File: config.mk
export PLATFORM = sky130hd
export DESIGN_NAME = mcu
export DESIGN_NICKNAME = d
export VERILOG_FILES = /design/src/rtl/mcu_pkg.sv /design/src/rtl/mcu.sv
export SDC_FILE = /design/constraint.sdc
export NUM_CORES = 1
export LEC_CHECK = 0
export ABC_AREA = 1
export BUFFER_PORTS_ARGS = -buffer_cell sky130_fd_sc_hd__buf_4
export CAP_MARGIN = 10
export CORE_AREA = 3 3 40 42
export DETAILED_ROUTE_END_ITERATION = 16
export DIE_AREA = 0 0 43 45
export SYNTH_ARGS = -nofsm -noshare
export SYNTH_HDL_FRONTEND = slang
export SYNTH_SLANG_ARGS = --single-unit
File: constraint.sdc
create_clock -name clk -period 1.7 [get_ports clk]
set_clock_uncertainty 0.15 [all_clocks]
set_input_delay 0.085 -clock clk [delete_from_list [all_inputs] [get_ports clk]]
set_output_delay 0.085 -clock clk [all_outputs]
set_load 0.01 [all_outputs]
File: src/rtl/mcu_pkg.sv
// Shared definitions for the music player control path: FSM state encoding
// and the default song index width used by the MCU and the song reader.
package mcu_pkg;

    localparam int SONG_W_DEF = 2;

    typedef enum logic [1:0] {
        PAUSED  = 2'd0,
        PLAYING = 2'd1,
        NEXT    = 2'd2
    } state_t;

endpackage

File: src/rtl/mcu.sv
// Master control unit: turns play/next button pulses and the player's song_done
// pulse into a play level, a one-cycle reset_player pulse and the song index.
module mcu
    import mcu_pkg::*;
#(
    parameter int SONG_W = SONG_W_DEF
) (
    input  logic              clk,
    input  logic              reset,
    input  logic              play_button,
    input  logic              next_button,
    input  logic              song_done,
    output logic              play,
    output logic              reset_player,
    output logic [SONG_W-1:0] song
);

    localparam logic [SONG_W-1:0] SONG_ONE = {{(SONG_W-1){1'b0}}, 1'b1};

    state_t            state;
    state_t            state_nxt;
    logic              play_nxt;
    logic              reset_player_nxt;
    logic [SONG_W-1:0] song_nxt;
    logic              advance;

    // next_button and song_done collapse into one advance request
    assign advance = next_button | song_done;

    always_ff @(posedge clk or negedge reset) begin
        if (!reset) begin
            state        <= PAUSED;
            play         <= 1'b0;
            reset_player <= 1'b0;
            song         <= '0;
        end else begin
            state        <= state_nxt;
            play         <= play_nxt;
            reset_player <= reset_player_nxt;
            song         <= song_nxt;
        end
    end

    // Outputs are computed for the state being entered so they appear registered.
    always_comb begin
        state_nxt        = state;
        play_nxt         = 1'b0;
        reset_player_nxt = 1'b0;
        song_nxt         = song;
        case (state)
            PAUSED: begin
                if (advance) begin
                    state_nxt        = NEXT;
                    song_nxt         = song + SONG_ONE;
                    reset_player_nxt = 1'b1;
                end else if (play_button) begin
                    state_nxt = PLAYING;
                    play_nxt  = 1'b1;
                end
            end
            PLAYING: begin
                if (advance) begin
                    state_nxt        = NEXT;
                    song_nxt         = song + SONG_ONE;
                    reset_player_nxt = 1'b1;
                end else if (play_button) begin
                    state_nxt = PAUSED;
                end else begin
                    play_nxt = 1'b1;
                end
            end
            NEXT: begin
                state_nxt = PAUSED;
            end
            default: begin
                state_nxt = PAUSED;
            end
        endcase
    end

endmodule

==> Word-level counts from Yosys, hierarchy flattened <==
Cells that the tools add are included.
{ "word_totals": {"reg_bits": 6, "latchBits": 0, "mem_bits_rw": 0, "rom_bits": 0, "input_bits": 5, "output_inout_bits": 4, "word_cells": 25, "n_memories": 0} }
{ "classes": {"n_addsub": 1, "mul": 0, "div_mod_pow": 0, "n_lt_le_gt_ge": 0, "n_eq_ne": 3, "shift": 0, "mux": 12, "bitwise": 1, "n_reduce_logical": 4} }
{ "op_table": {"columns": ["cell", "count"], "rows": [
  ["two-way mux 2 bit", 4],
  ["two-way mux 1 bit", 6],
  ["inequality test 3 bit, second input constant", 2],
  ["one-hot mux 2 bit (2 select lines)", 1],
  ["AND reduction 2 bit", 2],
  ["adder 2 x 1 -> 2 bit, second input constant", 1],
  ["== test 2 x 1 -> 1 bit, second input constant", 1],
  ["logical NOT 2 bit", 1],
  ["one-hot mux 1 bit (2 select lines)", 1],
  ["OR reduction 2 bit", 1],
  ["bitwise OR 1 bit", 1]
]} }

==> Logic depth before layout (Yosys ltp) <==
Gate-level depths: netlist (run 1).
{ "depth": {"word_depth": 3, "ltp_mapped": 5, "ltp_nobuf": 5} }

==> Least setup slack after synthesis (run 1) <==
Ideal clock, no wire load.
{ "synth_path": {"kind": "reg2reg", "start": "register song[0]", "end": "register song[1]", "setup_time_ps": 116, "arrival_ps": 649, "required_ps": 1434, "slack_ps": 785, "stages_incl_launch_ff": 6, "n_path_buf": 0, "synth_period_minus_slack_ps": 915, "path_cell_list": "dfrtp_1 -> inv_1 -> nand2_1 -> nand2_1 -> nand2_1 -> nand2_1"} }
{ "synth_via": {"elab_chain_len": 1} }
{ "synth_lines": {"columns": ["element", "line_no", "source"], "rows": [
  ["start, declared", "mcu.sv:15", "output logic [SONG_W-1:0] song"],
  ["start signal, assigned", "mcu.sv:40", "song <= song_nxt;"],
  ["adder 2 x 1 -> 2 bit", "mcu.sv:54, mcu.sv:64", null]
]} }
No other way between the ends.
A chain may end at the register's enable or synchronous reset.

==> Worst setup path in the final report (run 1) <==
{ "layout_path": {"start": "input next_button", "end": "register song[1]"} }
{ "layout_via": {"elab_chain_len": 2} }
{ "layout_lines": {"columns": ["element", "line_no", "source"], "rows": [
  ["start, declared", "mcu.sv:11", "input logic next_button,"],
  ["bitwise OR 1 bit", "mcu.sv:28", "assign advance = next_button | song_done;"],
  ["AND reduction 2 bit (no source line)", null, null]
]} }
No other way between the ends.

==> results of run 1 <==
## per-layer routing
metal  up-vias  wire, um
li1        125         -
met1        96       187
met2        10       196
met3         2        65
met4         0        16
met5         -         0
## cell type report
| cell class | count | area (um^2) |
|---|---|---|
| multi-input cells | 19 | 77.57 |
| flip-flops and latches | 6 | 150.1 |
| inverters | 7 | 26.28 |
| well taps | 15 | 18.77 |
| repair buffers | 12 | 100.1 |
| fillers | 146 | 889.6 |
| clock buffers | 3 | 22.52 |
## placed cells by master, fill, tap and decap left out, drive strengths merged
cell type,synthesis,final
nand3,1,1
a21oi,2,2
dfrtp,6,6
nand2,13,13
inv,7,7
buf,0,8
dlygate4sd3,0,4
clkbuf,0,3
nor2,3,3
## kinds of logic after synthesis
logic type | count (synthesis) | share of synthesized area
compound gates | 2 | 0.03941
buf+inv | 7 | 0.1035
flops | 6 | 0.5911
simple gates | 17 | 0.2660
## state kept, by name (all words and copies together) (netlist names)
register / flops
song: 2
state: 2
play: 1
reset_player: 1
## worst paths after layout
path	endpoint	slack (ns)	cells past startpoint
min in group clk	song[0]	0.03	5
max in group asynchronous	state[1]	1.26	2
hold / removal	play	0.03	2
setup reg to reg	song[1]	0.79	4
setup / recovery	song[1]	0.12	7
hold reg to reg	state[1]	0.30	1
## power groups by stage
stage | Sequential [uW] | Combinational (uW) | Clock, uW
floorplan | 205 | 52.2 | 0
global placement | 195 | 117 | 0
detailed placement | 196 | 119 | 0
CTS | 194 | 127 | 141
global route | 200 | 141 | 147
finish | 193 | 125 | 134
## worst register-to-register path, stage by stage, from the launching register on
cell     delay (ns)
dfrtp_1        0.38
inv_1          0.09
nand2_1        0.07
nand2_1        0.06
nand2_1        0.05
## through the flow
step                      worst slack (ns)  hold WS [ns]  std cells  utilization  cell area [um^2]
after floorplan                     0.7850       -0.3606         32            -             254.0
after global placement              0.8081       -0.2548         55       0.2590             332.8
after detailed placement            0.7912       -0.2534         55       0.2590             332.8
after CTS                           0.1284       0.01990         62       0.3077             395.4
after global routing               0.01484       0.03866         62       0.3077             395.4
final                               0.1197       0.02535         62       0.3077             395.4
==> results.json, run 1 <==
{
  "areaGrowthSynthToFinish_pct": 55.66,
  "core_area_um2": 1285,
  "p_total_uw": 452.1,
  "p_leak_uw": 0.0002225,
  "cts_root_buf": "clkbuf_4",
  "period_needed_ns": 1.580,
  "slew_viol_final": 0,
  "worstPathCellList": "dlygate4sd3_1, buf_4, nor2_2, dlygate4sd3_1, nor2_1, nand2_1, nand2_1",
  "yosysMostFrequentCell": "nand2_1",
  "cts_hold_buf": 4,
  "tightest_slew_ns": 0.1258,
  "postSynthCellCount": 32,
  "synth_area_per_cell_um2": 7.937,
  "fp.dieW_um": 43,
  "grt_pass1_wl_um": 724,
  "synthTopCellsByArea": "dfrtp_1, nand2_1, inv_1",
  "yosysUniqueCellTypes": 7,
  "synthFlopType": "dfrtp_1",
  "critPathLaunchType": "input port",
  "cts-htree-levels": 1,
  "viasPerCell": 3.758,
  "max_freq_mhz": 632.8,
  "async_flop_share": 1.000,
  "clock_latency_ns": 0.25,
  "antenna_found_initial": 0,
  "cp-end-kind": "flip-flop",
  "max_slew_margin": 0.9158,
  "cpPeakStageDelay_ns": 0.59,
  "gr-usage-met3": 0.05976,
  "yosys-top-cells-count": "nand2_1, inv_1, dfrtp_1, a21oi_1, nor2_1",
  "totalWireLength_um": 466,
  "pwr_density_cell_nw_per_um2": 1144,
  "cp.buffers_inverters": 3,
  "grt_usage": 0.06124,
  "yosysTopAreaCellShare": 0.5911,
  "grt.overflow.total": 0,
  "cts_tree": "yes",
  "rows": 13,
  "dp_hpwl_um": 340.7,
  "p_sw_uw": 136.8,
  "max-cap-violations": 0,
  "hold_viol_final": 0,
  "critPathKind": "input port to flip-flop",
  "clockPowerShare": 0.296,
  "route.detailed.drc": 0,
  "crit_fanout": 3,
  "grt_use_met2": 0.07485,
  "wl_per_cell_um": 7.516,
  "ant_nets": 0,
  "crit-reg2reg-launch": "state[1]",
  "arrival_ns": 1.57,
  "layout-drive-gt1-share": 0.2553,
  "fin_nets": 54,
  "gp_congestion": 0.7265,
  "ys_warn_count": 0,
  "synth_nets": 37,
  "synth_edf_count": 0,
  "vias": 233,
  "p_comb_frac": 0.276,
  "port-buffer-count": 8,
  "insertedDiodeCount": 0,
  "cts.clk_slew.worst_paths_ns": 0.04,
  "rsz0062_at_grt": "no",
  "die_area_um2": 1935,
  "ioPinCount": 9,
  "busiest_layer": "met2",
  "seq_power_share": 0.428,
  "clock_sinks": 6,
  "finalSetupViolations": 0,
  "postCtsResizedCells": 0,
  "required_ns": 1.69,
  "cts_made_buffers": 3,
  "grt_pass1_vias": 188,
  "yosysTopAreaCell": "dfrtp_1",
  "crit_start": "next_button",
  "grt_start_max_net_pins": 7,
  "tns_ns": 0,
  "synth-seq-cells": 6,
  "cts_setup_buffers": 0,
  "status": "finished, final reports clean",
  "synth-seq-area-share": 0.5911,
  "p_sw_frac": 0.3027,
  "start_util": 0.1977,
  "syn_area_um2": 254.0,
  "finalCritPeriodShare": 0.9296,
  "drt-initial-drc-count": 4,
  "die_y_um": 45,
  "cp_top_family": "buffers and inverters",
  "p_int_uw": 315.3,
  "use_met1": 0.05172,
  "crit_slowest_cell": "dlygate4sd3_1",
  "first_pass_iters": 2,
  "ir_worst_vdd_uv": 365.9,
  "min_path_type": "input port to asynchronous set/reset pin",
  "cts.path.max_buffers": 2
}
Power figures use the tool's default switching activity.
==> run 2, diff against run 1 <==
Settings changed: ABC_AREA 1 to unset.
==> run 2 against run 1 <==
Cell area fell by 6.3%. Sequential cell count unchanged. Register-to-register slack lost 0.64 ns. Via count shrank 29%. Fmax is 2.8% lower. Utilization decreased by 1.9 points. Sequential power is 7% higher. Sequential share of layout area up 2.6 points. Critical path depth decreased by 3. Final cell count decreased by 29%. Critical path type unchanged. Critical endpoint is now state[0].
==> results.json, run 2 <==
{
  "grt_start_max_net_pins": 7,
  "fp.dieW_um": 43,
  "tightest_slew_ns": 0.2670,
  "max_slew_margin": 0.8204,
  "die_area_um2": 1935,
  "critPathLaunchType": "input port",
  "yosysMostFrequentCell": "dfrtp_1",
  "antenna_found_initial": 0,
  "synth_nets": 19,
  "port-buffer-count": 8,
  "slew_viol_final": 0,
  "cts_setup_buffers": 0,
  "start_util": 0.1782,
  "fillers": 141,
  "yosysTopAreaCellShare": 0.6557,
  "viasPerCell": 3.750,
  "max_freq_mhz": 614.9,
  "first_pass_iters": 1,
  "dp_hpwl_um": 384.9,
  "synth-seq-area-share": 0.6557,
  "final_area_um2": 370.4,
  "ir_worst_vdd_uv": 510.4,
  "rsz0062_at_grt": "no",
  "grt_pass1_wl_um": 869,
  "cp-end-kind": "flip-flop",
  "ys_warn_count": 0,
  "totalWireLength_um": 520,
  "cts_root_buf": "clkbuf_4",
  "finalCritPeriodShare": 0.9566,
  "fin_nets": 36,
  "rows": 13,
  "cts_tree": "yes",
  "min_path_type": "input port to asynchronous set/reset pin",
  "max-cap-violations": 0,
  "layout_commonest_cell": "buf_4",
  "layout-drive-gt1-share": 0.5172,
  "synth_area_per_cell_um2": 16.36,
  "cts.path.max_buffers": 2,
  "critPathKind": "input port to flip-flop",
  "clock_latency_ns": 0.24,
  "p_leak_uw": 0.0001734,
  "cts_hold_buf": 4,
  "yosysUniqueCellTypes": 8,
  "syn_area_um2": 229.0,
  "stdcell_count": 44,
  "period_needed_ns": 1.626,
  "cts.clk_slew.worst_paths_ns": 0.05,
  "cts-htree-levels": 1,
  "yosysTopAreaCell": "dfrtp_1",
  "arrival_ns": 1.65,
  "async_flop_share": 1.000,
  "crit_fanout": 4,
  "synthFlopType": "dfrtp_1",
  "status": "finished, final reports clean",
  "pwr_density_cell_nw_per_um2": 1285,
  "wl_per_cell_um": 11.82,
  "multi_input_area_um2": 78.83,
  "synthTopCellsByArea": "dfrtp_1, o21ba_4, xnor2_2",
  "route.detailed.drc": 0,
  "insertedDiodeCount": 0,
  "areaGrowthSynthToFinish_pct": 61.75,
  "synth-seq-cells": 6,
  "dp.cells": 37,
  "clock_sinks": 6,
  "ant_nets": 0,
  "postSynthCellCount": 14,
  "post_dp_cell_area_um2": 307.8,
  "largestRegisters": "song: 2 flops, state: 2 flops",
  "drt-initial-drc-count": 0,
  "grt.overflow.total": 0,
  "gp_congestion": 0.6488,
  "cts_made_buffers": 3,
  "core_area_um2": 1285,
  "die_y_um": 45,
  "grt_usage": 0.07059,
  "final_cell_mix": "buf_4, dfrtp_1, dlygate4sd3_1",
  "synth_edf_count": 0,
  "yosys-top-cells-count": "dfrtp_1, nor4_1",
  "ioPinCount": 9,
  "vias": 165,
  "postCtsResizedCells": 0,
  "grt_pass1_vias": 220,
  "regArea_um2": 150.1,
  "required_ns": 1.72,
  "tns_ns": 0,
  "finalSetupViolations": 0,
  "hold_viol_final": 0
}
## run 2: cell count changes in the layout (fill, tap and decap cells not counted), moves of 2 or more
cell | previous run | this run
a21oi_1 | 2 | 0
nor4_1 | 0 | 2
nand2_1 | 13 | 0
inv_1 | 7 | 0
nor2_1 | 2 | 0
## run 2: power by group
part | total [uW] | internal, uW | switching (uW)
combinational | 139 | 87.0 | 51.9
clock | 130 | 79.8 | 50.4
sequential | 207 | 176 | 30.4
total | 476 | 343 | 133
## run 2: cells by family after synthesis
group / count (synthesis) / synth area share
AND/OR/NAND/NOR: 3 / 0.08198
XOR/XNOR: 3 / 0.1476
flip-flops: 6 / 0.6557
AO/OA/AOI/OAI: 2 / 0.1148
## run 2: metrics by stage
step,utilization,worst slack (ns),hold slack (ns),total power (uW)
final,0.2882,0.07382,0.03616,475.9
after global placement,0.2395,0.6196,-0.2600,336.8
after detailed placement,0.2395,0.5925,-0.2520,340.9
after CTS,0.2882,0.1354,0.03063,486.0
after floorplan,-,0.6342,-0.3606,275.8
after global routing,0.2882,0.009956,0.03727,504.6
## run 2: final timing paths
kind | start | end | slack [ns] | cells after the start
setup reg to reg | state[0] | state[0] | 0.15 | 3
hold reg to reg | state[1] | play | 0.35 | 1
max in group asynchronous | reset | state[0] | 1.25 | 2
hold / removal | reset | reset_player | 0.04 | 2
min in group clk | play_button | play | 0.04 | 3
setup / recovery | song_done | state[0] | 0.07 | 4
## run 2: worst max-delay path, stage by stage
cell and delay (ns):
dlygate4sd3_1 0.53, buf_4 0.15, nor4_1 0.28, dlygate4sd3_1 0.60
## run 2: cell type report
type,instances,area share
Sequential cell,6,0.4054
Timing Repair Buffer,12,0.2703
Multi-Input combinational cell,8,0.2128
Clock buffer,3,0.06081
Tap cell,15,0.05068
## run 2: layer usage
| metal | wire [um] | vias up | GRT usage | share of wire |
|---|---|---|---|---|
| met3 | 63 | 0 | 0.03984 | 0.12 |
| met1 | 204 | 78 | 0.06683 | 0.39 |
| met2 | 253 | 9 | 0.1048 | 0.49 |
| li1 | - | 78 | - | - |
| met5 | 0 | - | 0 | 0 |
| met4 | 0 | 0 | 0.07229 | 0 |
